===== config.mk =====
export PLATFORM = sky130hd
export DESIGN_NAME = fir_agc_ctrl
export DESIGN_NICKNAME = d
export VERILOG_FILES = /design/src/rtl/fir_agc_ctrl.sv
export SDC_FILE = /design/constraint.sdc
export NUM_CORES = 1
export LEC_CHECK = 0
export BUFFER_PORTS_ARGS = -buffer_cell sky130_fd_sc_hd__buf_2
export CORE_MARGIN = 2
export CORE_UTILIZATION = 40
export CTS_BUF_LIST = sky130_fd_sc_hd__clkbuf_4
export DETAILED_ROUTE_END_ITERATION = 10
export PLACE_DENSITY = 0.55
export SETUP_SLACK_MARGIN = 0.3
export SLEW_MARGIN = 25
export SYNTH_ARGS = -nofsm -noshare
export SYNTH_HDL_FRONTEND = slang
export SYNTH_SLANG_ARGS = --single-unit

===== constraint.sdc =====
create_clock -name s00_axis_aclk -period 2.27 [get_ports s00_axis_aclk]
set_clock_uncertainty 0.05 [all_clocks]
set_input_delay 0.1135 -clock s00_axis_aclk [delete_from_list [all_inputs] [get_ports s00_axis_aclk]]
set_output_delay 0.1135 -clock s00_axis_aclk [all_outputs]
set_load 0.02 [all_outputs]

===== src/rtl/fir_agc_ctrl.sv =====
// fir_agc_ctrl: windowed clip/peak gain controller driving the FIR wrapper's attenuation shift
module fir_agc_ctrl #(
  parameter int WINDOW_LEN     = 4096,
  parameter int CLIP_HI_THRESH = 16,
  parameter int LOW_PEAK       = 32,
  parameter int HOLD_WINDOWS   = 4,
  parameter int SETTLE_SAMPLES = 128,
  parameter int SHIFT_MIN      = 0,
  parameter int SHIFT_MAX      = 15,
  parameter int SHIFT_INIT     = 4
) (
  input  logic       s00_axis_aclk,
  input  logic       s00_axis_areset,
  input  logic       agc_en,
  input  logic [3:0] manual_shift,
  input  logic       mon_tvalid,
  input  logic       mon_tready,
  input  logic [7:0] mon_tdata,
  output logic [3:0] shift,
  output logic       shift_changed,
  output logic       clip_seen,
  output logic [1:0] agc_state
);
  localparam int CMAX = WINDOW_LEN > SETTLE_SAMPLES ? WINDOW_LEN : SETTLE_SAMPLES;
  localparam int CW = $clog2(CMAX + 1);
  localparam int KW = $clog2(CLIP_HI_THRESH + 1);
  localparam int LW = $clog2(HOLD_WINDOWS + 1);
  localparam logic [CW-1:0] W_LAST = CW'(WINDOW_LEN - 1);
  localparam logic [CW-1:0] S_LAST = CW'(SETTLE_SAMPLES - 1);
  localparam logic [KW-1:0] K_TH = KW'(CLIP_HI_THRESH);
  localparam logic [LW-1:0] L_HOLD = LW'(HOLD_WINDOWS);
  localparam logic [LW-1:0] L_HM1 = LW'(HOLD_WINDOWS - 1);
  localparam logic [7:0] P_LOW = 8'(LOW_PEAK);
  localparam logic [3:0] S_MIN = 4'(SHIFT_MIN);
  localparam logic [3:0] S_MAX = 4'(SHIFT_MAX);
  localparam logic [3:0] S_INIT = 4'(SHIFT_INIT);

  typedef enum logic [1:0] {IDLE, MEASURE, DECIDE, SETTLE} state_t;
  state_t st, st_n;
  logic [CW-1:0] samp_cnt;
  logic [KW-1:0] clip_cnt;
  logic [LW-1:0] low_cnt, low_inc, low_n;
  logic [7:0] peak, dev;
  logic acc, clip, over, quiet, up, dn, chg, clr;

  assign acc = mon_tvalid & mon_tready;
  assign clip = mon_tdata == 8'd0 || mon_tdata == 8'd255;
  assign dev = mon_tdata[7] ? mon_tdata - 8'd128 : 8'd128 - mon_tdata;

  always_ff @(posedge s00_axis_aclk)
    st <= s00_axis_areset ? IDLE : st_n;

  always_comb
    st_n = !agc_en ? IDLE :
           st == IDLE ? MEASURE :
           st == MEASURE ? (acc && samp_cnt == W_LAST ? DECIDE : MEASURE) :
           st == DECIDE ? (chg ? SETTLE : MEASURE) :
           (acc && samp_cnt == S_LAST ? MEASURE : SETTLE);

  always_comb begin
    over = clip_cnt >= K_TH;
    quiet = peak < P_LOW;
    low_inc = low_cnt >= L_HM1 ? L_HOLD : low_cnt + LW'(1);
    up = over && shift < S_MAX;
    dn = !over && quiet && low_inc == L_HOLD && shift > S_MIN;
    chg = agc_en && st == DECIDE && (up || dn);
    low_n = !agc_en ? '0 : st != DECIDE ? low_cnt : (over || !quiet || dn) ? '0 : low_inc;
    clr = st_n == IDLE || (st_n != st && st_n != DECIDE);
    agc_state = st;
  end

  // Window stats stay intact on the MEASURE->DECIDE edge so DECIDE can judge them
  always_ff @(posedge s00_axis_aclk)
    if (s00_axis_areset) begin
      shift <= S_INIT;
      shift_changed <= 1'b0;
      clip_seen <= 1'b0;
      low_cnt <= '0;
      samp_cnt <= '0;
      clip_cnt <= '0;
      peak <= '0;
    end else begin
      shift <= st == IDLE ? manual_shift : chg ? (up ? shift + 4'd1 : shift - 4'd1) : shift;
      shift_changed <= chg;
      clip_seen <= st_n != st ? 1'b0 : clip_seen | (st == MEASURE && acc && clip);
      low_cnt <= low_n;
      if (clr) begin
        samp_cnt <= '0;
        clip_cnt <= '0;
        peak <= '0;
      end else if (acc) begin
        samp_cnt <= samp_cnt + CW'(1);
        if (st == MEASURE) begin
          clip_cnt <= clip && clip_cnt != K_TH ? clip_cnt + KW'(1) : clip_cnt;
          peak <= dev > peak ? dev : peak;
        end
      end
    end
endmodule


==> impl_metrics.tcl <==
set metrics [dict create \
    gp_congestion 0.807 \
    dp.cells 373 \
    max_slew_margin_pct 69.2 \
    pre_cts_ws_ns -0.0376 \
    hold_path.class "in -> reg" \
    drive_gt1_share_pct 25.4 \
    grt_pass1_wl_mm 8.87 \
    hold_violations 0 \
    rsz0062_at_grt "true" \
    chipWidth_um 79.4 \
    worstPathMaxFanout 5 \
    status "finished clean" \
    dr_total_vias 2041 \
    drtAntennaViolNets 0 \
    core_area_um2 5510 \
    cts_max_level 2 \
    cellLeakagePower_nw 1.03 \
    grt_max_degree 13 \
    synth_top_family_by_area "simple AND/OR/NAND/NOR gates" \
    slew_viol_final 0 \
    antenna_found_initial 0 \
    min_period_ns 1.98 \
    layoutNonFillerInstCount 391 \
    drc 0 \
    root_buffer "clkbuf_4" \
    power.total_mw 1.32 \
    final.period_utilization_pct 87.2 \
    io_pins 25 \
    cp.required_ns 2.45 \
    gr-total-overflow 0 \
    setup_viol 0 \
    dieArea_um2 6310 \
    setup_ws_ns 0.292 \
    io_buffer_count 24 \
    path_clk_slew_ns 0.12 \
    place.detailed.hpwl_mm 3.68 \
    syn_nets 302 \
    synth-async-reset-ratio_pct 0 \
    grt_usage_pct 17.4 \
    num_rows 27 \
    cts_sinks 37 \
    synth-seq-area-share_pct 32.5 \
    routed_wl_mm 5.02 \
    diodes 0 \
    synth_fa_ha_area_share_pct 10.2 \
    clockBufferDepth 2 \
    drtIter0Drc 87 \
    clk_latency_ns 0.34 \
    power_density_nw_per_um2 471 \
    worst_setup_path_start_kind "register" \
    r2r_cells 7 \
    synth_mux_area_share_pct 0.935 \
    fmax_ghz 0.505 \
    synthFlopType "dfxtp_1" \
    final_net_count 353 \
    synth_seq_cells 37 \
    ir_drop_mv 0.298 \
    cp-end-kind "register" \
    tightest_slew_ns 0.458 \
    synthSimpleGateAreaFrac_pct 26.6 \
    synth_xor_area_share_pct 7.70 \
    yosys_warnings 0 \
    drt_first_pass_iters 4 \
    path_class "reg -> reg" \
    holdPathStages 3 \
    synth_area_per_cell_um2 8.52 \
    grt_pass1_vias 1977 \
    syn-cell-area_um2 2280 \
    die_h_um 79.4 \
    cp.arrival_ns 2.16 \
    maxCapViolCount 0 \
    start_util_pct 41.3 \
    synth_compound_area_share_pct 16.5 \
    synthCells 267 \
    cts_tree "done" \
    vias_per_cell 5.22 \
    whs_ns 0.0475 \
    synth-edff-count 0 \
    wl_per_cell_um 12.8 \
    synth_cell_types 48 \
    area_growth_pct 23.4 \
    numCtsBuffers 5 \
]
==> cell families (layout without fill, tap and decap cells) <==
kind of cell	after synthesis	count (layout)
and+or+nand+nor	111	111
adders and majority gates	18	18
DFF	37	37
AOI/OAI and AO/OA	57	57
muxes	2	2
xor gates and xnor gates	20	20
buffers and inverters	22	74
==> sequential cells by signal (all words and copies together) (netlist names) <==
signal / flops
clip_cnt: 5
peak: 8
clip_seen: 1
samp_cnt: 13
shift: 4
low_cnt: 3
agc_state: 2
shift_changed: 1
==> final cells by class <==
cell class / instances / area (um^2)
fillers: 530 / 2700
multi-input cells: 208 / 1500
flip-flops and latches: 37 / 752
repair buffers: 50 / 330
well taps: 72 / 90.1
inverters: 16 / 60.1
clock inverters: 3 / 41.3
clock buffers: 5 / 37.5
==> final timing paths <==
path                                 startpoint  endpoint  slack (ns)
worst max-delay path                 low_cnt[1]  shift[2]        0.29
worst min-delay path            manual_shift[1]  shift[1]        0.05
worst max register to register       low_cnt[1]  shift[2]        0.29
worst min register to register          peak[0]   peak[0]        0.45
==> worst max-delay path, cell delays in order, from the launching register on <==
cell and delay [ns]:
dfxtp_2 0.36, ha_4 0.16, ha_4 0.20, or2_1 0.22, a211o_1 0.31, o21ai_4 0.25
mux2i_1 0.22, o21ai_1 0.08
==> cells in the final DEF (no fill, tap or decap), types with 8 or more instances in the layout <==
master / count
nand3_1: 10
buf_4: 20
nand4_1: 9
nor2_1: 24
buf_2: 24
a21oi_1: 21
xnor2_1: 8
ha_1: 14
xor2_1: 12
nor3_1: 18
nand2_1: 15
inv_1: 16
dfxtp_1: 30
==> metrics by stage <==
stage / area, um^2 / setup TNS (ns) / util, %
after detailed placement: 2560 / -0.0748 / 46.5
after global routing: 2810 / 0 / 51.0
after CTS: 2740 / 0 / 49.8
final: 2810 / 0 / 51.0
after floorplan: 2300 / 0 / -
after global placement: 2560 / -0.00415 / 46.5
==> repair_timing <==
item / CTS / global route
gates resized for setup: 6 / 17
setup endpoints to repair: 5 / 24
setup buffers: 2 / 2
hold endpoints to repair: 7 / 0
hold buffers: 6 / 0
pin swaps: 7 / 15
==> synthesized netlist by cell type, types with 2 or more instances <==
cell | instances | share of area (%)
a211o_1 | 2 | 0.77
a211oi_1 | 2 | 0.66
a21o_1 | 5 | 1.6
a21oi_1 | 22 | 4.8
a31oi_1 | 2 | 0.55
a41oi_1 | 3 | 1.2
and3_1 | 2 | 0.55
and4_1 | 2 | 0.77
and4b_1 | 2 | 0.88
buf_6 | 2 | 0.99
buf_8 | 2 | 1.3
dfxtp_1 | 37 | 33
ha_1 | 17 | 9.3
inv_1 | 16 | 2.6
nand2_1 | 16 | 2.6
nand2b_1 | 2 | 0.55
nand3_1 | 11 | 2.4
nand3b_1 | 2 | 0.66
nand4_1 | 9 | 2.5
nand4b_1 | 3 | 1.2
nor2_1 | 24 | 4.0
nor2b_1 | 3 | 0.82
nor3_1 | 21 | 4.6
o211ai_1 | 4 | 1.3
o21a_1 | 2 | 0.66
o21ai_0 | 8 | 1.8
or2_1 | 2 | 0.55
or3_1 | 3 | 0.82
or4_1 | 4 | 1.3
xnor2_1 | 8 | 3.1
xor2_1 | 12 | 4.6
==> metal layers <==
| layer | global-route usage [%] | vias up | wire length, um |
|---|---|---|---|
| met4 | 5.69 | 0 | 83 |
| met1 | 24.0 | 937 | 2590 |
| li1 | - | 1072 | - |
| met3 | 3.05 | 8 | 124 |
| met5 | 0 | - | 0 |
| met2 | 27.5 | 24 | 2220 |
==> report_power, final <==
part | switching [mW] | internal [mW] | total (mW) | leakage, nW
registers | 0.00793 | 0.655 | 0.663 | 0.302
clock network | 0.226 | 0.228 | 0.454 | 0.0389
logic | 0.111 | 0.0956 | 0.207 | 0.692
Power figures use the tool's default switching activity.
